[config.mk]
export PLATFORM = sky130hd
export DESIGN_NAME = branch_resolve_unit
export DESIGN_NICKNAME = d
export VERILOG_FILES = /design/src/rtl/branch_resolve_unit.sv
export SDC_FILE = /design/constraint.sdc
export NUM_CORES = 1
export LEC_CHECK = 0
export CAP_MARGIN = 20
export CORE_MARGIN = 2
export CORE_UTILIZATION = 48
export DETAILED_ROUTE_END_ITERATION = 7
export PLACE_DENSITY = 0.78
export SYNTH_ARGS = -nofsm -noshare
export SYNTH_HDL_FRONTEND = slang
export SYNTH_SLANG_ARGS = --single-unit
[constraint.sdc]
create_clock -name clk -period 5.16 [get_ports clk]
set_clock_uncertainty 0.2 [all_clocks]
set_input_delay 1.29 -clock clk [delete_from_list [all_inputs] [get_ports clk]]
set_output_delay 1.29 -clock clk [all_outputs]
set_load 0.02 [all_outputs]
[src/rtl/branch_resolve_unit.sv]
// Branch resolution in EX with one registered result stage, misprediction detection and a
// 2-bit saturating-counter BHT. Optional performance counters are built when BRU_PERF_CNT_EN is defined.
module branch_resolve_unit #(
    parameter int XLEN        = 32,
    parameter int BHT_ENTRIES = 64,
    parameter int CNT_W       = 32
) (
    input  logic            clk,
    input  logic            rst,
    input  logic [XLEN-1:0] if_pc,
    output logic            if_pred_taken,
    input  logic            ex_valid,
    input  logic            ex_flush,
    input  logic [2:0]      ex_funct3,
    input  logic [XLEN-1:0] ex_rs1,
    input  logic [XLEN-1:0] ex_rs2,
    input  logic [XLEN-1:0] ex_pc,
    input  logic [XLEN-1:0] ex_target,
    input  logic            ex_pred_taken,
    output logic            res_valid,
    output logic            res_taken,
    output logic            res_mispredict,
    output logic [XLEN-1:0] res_redirect_pc,
    output logic            res_illegal
`ifdef BRU_PERF_CNT_EN
    ,
    output logic [CNT_W-1:0] perf_branches,
    output logic [CNT_W-1:0] perf_mispredicts
`endif
);

    localparam int IDX = $clog2(BHT_ENTRIES);
    localparam logic [XLEN-1:0] PC_STEP = XLEN'(3'd4);

    logic [1:0]      bht_r [BHT_ENTRIES];
    logic [IDX-1:0]  upd_idx_r;
    logic            accept_s;
    logic            taken_s;
    logic            legal_s;
    logic [XLEN-1:0] seq_pc_s;
    logic            unused_if_pc_s;

    // Saturating 2-bit counter step toward the resolved direction.
    function automatic logic [1:0] sat_update(input logic [1:0] cnt, input logic taken);
        logic [1:0] nxt;
        if (taken) begin
            nxt = (cnt == 2'b11) ? 2'b11 : cnt + 2'b01;
        end else begin
            nxt = (cnt == 2'b00) ? 2'b00 : cnt - 2'b01;
        end
        return nxt;
    endfunction

    assign accept_s       = ex_valid & ~ex_flush;
    assign seq_pc_s       = ex_pc + PC_STEP;
    assign if_pred_taken  = bht_r[if_pc[IDX+1:2]][1];
    assign unused_if_pc_s = ^if_pc;

    // Branch condition evaluation; the two reserved encodings are flagged illegal and never taken.
    always_comb begin
        taken_s = 1'b0;
        legal_s = 1'b1;
        case (ex_funct3)
            3'b000:  taken_s = (ex_rs1 == ex_rs2);
            3'b001:  taken_s = (ex_rs1 != ex_rs2);
            3'b100:  taken_s = ($signed(ex_rs1) <  $signed(ex_rs2));
            3'b101:  taken_s = ($signed(ex_rs1) >= $signed(ex_rs2));
            3'b110:  taken_s = (ex_rs1 <  ex_rs2);
            3'b111:  taken_s = (ex_rs1 >= ex_rs2);
            default: begin
                taken_s = 1'b0;
                legal_s = 1'b0;
            end
        endcase
    end

    // Result stage: one pulse per accepted branch; redirect PC holds when nothing is accepted.
    always_ff @(posedge clk) begin
        if (rst) begin
            res_valid       <= 1'b0;
            res_taken       <= 1'b0;
            res_mispredict  <= 1'b0;
            res_illegal     <= 1'b0;
            res_redirect_pc <= {XLEN{1'b0}};
            upd_idx_r       <= {IDX{1'b0}};
        end else begin
            res_valid <= accept_s;
            if (accept_s) begin
                res_taken       <= taken_s;
                res_mispredict  <= taken_s ^ ex_pred_taken;
                res_illegal     <= ~legal_s;
                res_redirect_pc <= taken_s ? ex_target : seq_pc_s;
                upd_idx_r       <= ex_pc[IDX+1:2];
            end else begin
                res_taken      <= 1'b0;
                res_mispredict <= 1'b0;
                res_illegal    <= 1'b0;
            end
        end
    end

    // BHT training from the registered result; reset wins over a pending update.
    always_ff @(posedge clk) begin
        if (rst) begin
            for (int i = 0; i < BHT_ENTRIES; i++) begin
                bht_r[i] <= 2'b01;
            end
        end else if (res_valid && !res_illegal) begin
            bht_r[upd_idx_r] <= sat_update(bht_r[upd_idx_r], res_taken);
        end else begin
            bht_r[upd_idx_r] <= bht_r[upd_idx_r];
        end
    end

`ifdef BRU_PERF_CNT_EN
    // Performance counters, free-running modulo 2^CNT_W.
    always_ff @(posedge clk) begin
        if (rst) begin
            perf_branches    <= {CNT_W{1'b0}};
            perf_mispredicts <= {CNT_W{1'b0}};
        end else begin
            if (res_valid && !res_illegal) begin
                perf_branches <= perf_branches + CNT_W'(1'b1);
            end else begin
                perf_branches <= perf_branches;
            end
            if (res_valid && res_mispredict) begin
                perf_mispredicts <= perf_mispredicts + CNT_W'(1'b1);
            end else begin
                perf_mispredicts <= perf_mispredicts;
            end
        end
    end
`else
    logic [CNT_W-1:0] unused_cnt_w_s;
    assign unused_cnt_w_s = {CNT_W{1'b0}};
`endif

endmodule

==> Flow_metrics.wiki <==
{| class="wikitable"
! Metric !! Value
|-
| Slew HR || approximately two fifths
|-
| Number of instances in the synthesized netlist || 985
|-
| Wire length per cell || 20.06 um
|-
| Final cell area excluding filler cells || 13120 um2
|-
| Critical path startpoint category || input port
|-
| Total power after layout || 3.520 mW
|-
| Nets || about 1300
|-
| Effective utilization at floorplan || 48.50%
|-
| Worst slack on hold paths || roughly 0.3 ns
|-
| Synthesis Warnings || 0
|-
| Area after DPL || 12490 um2
|-
| # Max-Cap Violations || 0
|-
| Detailed placer's ending HPWL || 19650 um
|-
| Mean cell area of the mapped netlist || approximately 11 um2
|-
| Commonest non-fill, non-tap cells in the layout || 175 x clkdlybuf4s50_1, 128 x edfxtp_1, 96 x nand3_1
|-
| TritonCTS clock tree || built
|-
| Worst Setup Path Type || input port to output pin
|-
| Final period demand of the worst path || between 5 and 6 ns
|-
| Maximum number of pins on one net before global-route repair || 89
|-
| Vias after detailed routing || 8518
|-
| RD Place Congestion || 0.8948
|-
| Critical-path cell with the highest stage delay || mux4_2
|-
| VDD IR max || 209.8 uV
|-
| Worst path cell trace || dlygate4sd2_1 > bufbuf_16 > mux4_2 > mux4_2 > mux4_2 > clkbuf_2
|-
| Family of cells with the greatest summed delay on the critical path || multiplexers
|-
| Result of the run || complete, no violations
|-
| Die Y-Extent || 152.0 um
|-
| Post-synth EDFFs || 128
|-
| Final setup vio count || 0
|-
| ANT cells || 0
|-
| Number of pins with negative max-slew slack in the final report || 0
|-
| Worst path most repeated cell || mux4_2
|-
| Slew at the pin with the worst max-slew slack || 0.8700 ns
|-
| Synthesis-stage register bit count || 176
|-
| Timing startpoint of the critical path || if_pc[2]
|-
| Pre-CTS setup slack || -0.4133 ns
|-
| Total nets after synthesis || 1186
|-
| Most common cell after layout, fill and taps aside || clkdlybuf4s50_1
|-
| First-pass DRT Iterations || 5
|-
| Routed via count divided by cell count || 6.024
|-
| Number of post-CTS setup repair buffers || 0
|-
| Required time of the critical path || 3.67 ns
|-
| Instance count on the critical path || 6
|-
| Overall fraction of global-route tracks in use || 24.19%
|-
| Clock insertion delay at the later pin of the skew report || between 0.4 and 0.5 ns
|-
| Flop2flop setup slack || 1.07 ns
|-
| Combined buffer and inverter count along the critical path || 3
|-
| End of the worst register-to-register path || bht_r[4][1]$_SDFFCE_PN0P_
|-
| Worst min path class || register to register
|-
| Total Die Area || 23110 um2
|-
| Seq/Total Area, Yosys || between 40 and 50%
|-
| Fraction of registers with async set/reset || 0%
|-
| Num CTS Buffers || 17
|-
| Die extent in x || 152.0 um
|-
| Site row count || 54
|-
| Worst stage delay on the critical path || 0.50 ns
|-
| Syn Std Cell Area || 10520 um2
|-
| Final-report hold violation count || 0
|-
| Global-route wire length before repair || 44350 um
|-
| Crit. End Element || output pin
|-
| Number of sinks on the clock net || 176
|-
| Vias in the first global route || about 8400
|-
| Worst setup path endpoint || if_pred_taken
|-
| Ports placed on the boundary || 205
|-
| Power per unit of standard cell area || 268.3 nW/um2
|-
| DRC violation count after routing || 0
|-
| Clock buffer depth || 2
|-
| IO buf count || 178
|-
| Max frequency || ~200 MHz
|-
| Unrepaired setup endpoints after global routing || no
|-
| Post-Route WL || 28360 um
|-
| Final period util || 96.99%
|-
| Top fanout value on the critical path || 8
|-
| Share of the core filled with cells in the final layout || 60.48%
|-
| Initial antenna violation count || 0
|-
| Area inside the core boundary || ~22000 um2
|-
| Main synth FF type || edfxtp_1
|-
| Clock-pin slew reported for the worst setup and hold paths after clock tree synthesis || approximately 0.06 ns
|-
| CTS Hold Bufs || 0
|-
| Layout cell share with drive strength beyond 1 || 11.90%
|-
| Arrival time at the worst endpoint || 3.51 ns
|-
| Static leakage power || ~4.3 nW
|-
| Syn-to-layout area delta || 24.69%
|-
| Overall overflow remaining after global route || 0
|-
| Root buffer selected by CTS || clkbuf_16
|-
| ANT nets after route || 0
|-
| Iteration-0 DRC count of the detailed router || roughly 770
|-
| Count of distinct cell types in the synthesized netlist || 51
|-
| Setup slack after layout || between 0.15 and 0.2 ns
|-
| Count of cells along the worst register-to-register path || 10
|-
| CTS H-tree lvls || 4
|}
[sequential cells by signal, summed over array words and instances (netlist names), named ones only]
signal           cells
res_valid            1
res_redirect_pc     32
res_taken            1
res_mispredict       1
res_illegal          1
bht_r              128
upd_idx_r            6
[cell type report]
class	count	area, um2
fillers	1697	8572
clock inverters	6	40.04
flip-flops and latches	176	4806
inverters	37	138.9
repair buffers	200	2001
well taps	280	350.3
multi-input cells	689	5218
clock buffers	26	563.0
[where the power goes]
part           total (mW)  switching (mW)  internal (mW)
sequential           1.60          0.0382           1.56
combinational       0.619           0.330          0.290
clock                1.30           0.549          0.756
[worst register-to-register path: stages (launching register included)]
cell and delay [ns]:
dfxtp_2 0.31, buf_4 0.52, mux4_2 0.63, mux4_2 0.50, a22oi_1 0.20, nand3_1 0.27
nand2b_1 0.17, nand2_1 0.10, a21oi_4 0.15, buf_4 0.60, nor4_1 0.17
[kinds of logic after synthesis]
group	synth area share [%]
buffers and inverters	4.948
AND/OR/NAND/NOR	23.31
XOR/XNOR	2.331
flip-flops	45.68
adder cells (fa/ha/maj)	4.021
multiplexers	13.26
AO/OA/AOI/OAI	6.447
[worst min path at each step]
stage | slack (ns) | start | to | cells after the start
2_1_floorplan | 0.34 | upd_idx_r[3]$_SDFFE_PP0P_ | bht_r[39][0]$_SDFFCE_PN1P_ | 2
3_3_place_gp | 0.28 | res_redirect_pc[2]$_SDFFE_PP0P_ | res_redirect_pc[2]$_SDFFE_PP0P_ | 2
3_5_place_dp | 0.29 | res_redirect_pc[1]$_SDFFE_PP0P_ | res_redirect_pc[1]$_SDFFE_PP0P_ | 2
4_1_cts | 0.30 | res_redirect_pc[1]$_SDFFE_PP0P_ | res_redirect_pc[1]$_SDFFE_PP0P_ | 2
5_1_grt | 0.33 | res_redirect_pc[6]$_SDFFE_PP0P_ | res_redirect_pc[6]$_SDFFE_PP0P_ | 2
6_report | 0.29 | res_redirect_pc[1]$_SDFFE_PP0P_ | res_redirect_pc[1]$_SDFFE_PP0P_ | 2
[cell usage after synthesis, drive strengths merged, types with 14 or more instances]
cell type  number  area (um2)
edfxtp        128        3844
nand3          96       480.5
nand2          88       330.3
nor2           82       310.3
clkbuf         63       236.5
mux4           61        1374
nand2b         54       337.8
dfxtp          48       960.9
inv            37       138.9
ha             33       412.9
nor3b          29       217.7
nor3           27       135.1
nand3b         26       195.2
o311ai         26       227.7
a21oi          25       140.1
nand4          21       131.4
buf            20       145.1
xnor2          14       122.6
xor2           14       122.6
[timing repair]
item,CTS,global route
setup endpoints to repair,1,1
gates cloned,1,0
resized for setup,3,1
[layer usage]
layer,vias up,track usage [%],part of all wire [%],wire (um)
met2,435,39.83,49,13780
met1,4100,30.19,38,10700
met3,75,6.332,9.7,2742
li1,3908,-,-,-
met5,-,0,0,0
met4,0,10.64,4.0,1140
[through the flow]
step	TNS, ns	cells
floorplan	0	985
global placement	-0.3830	1381
detailed placement	-0.4133	1381
CTS	0	1414
global route	0	1414
finish	0	1414
Note: power is estimated with default switching activity, not from simulation.
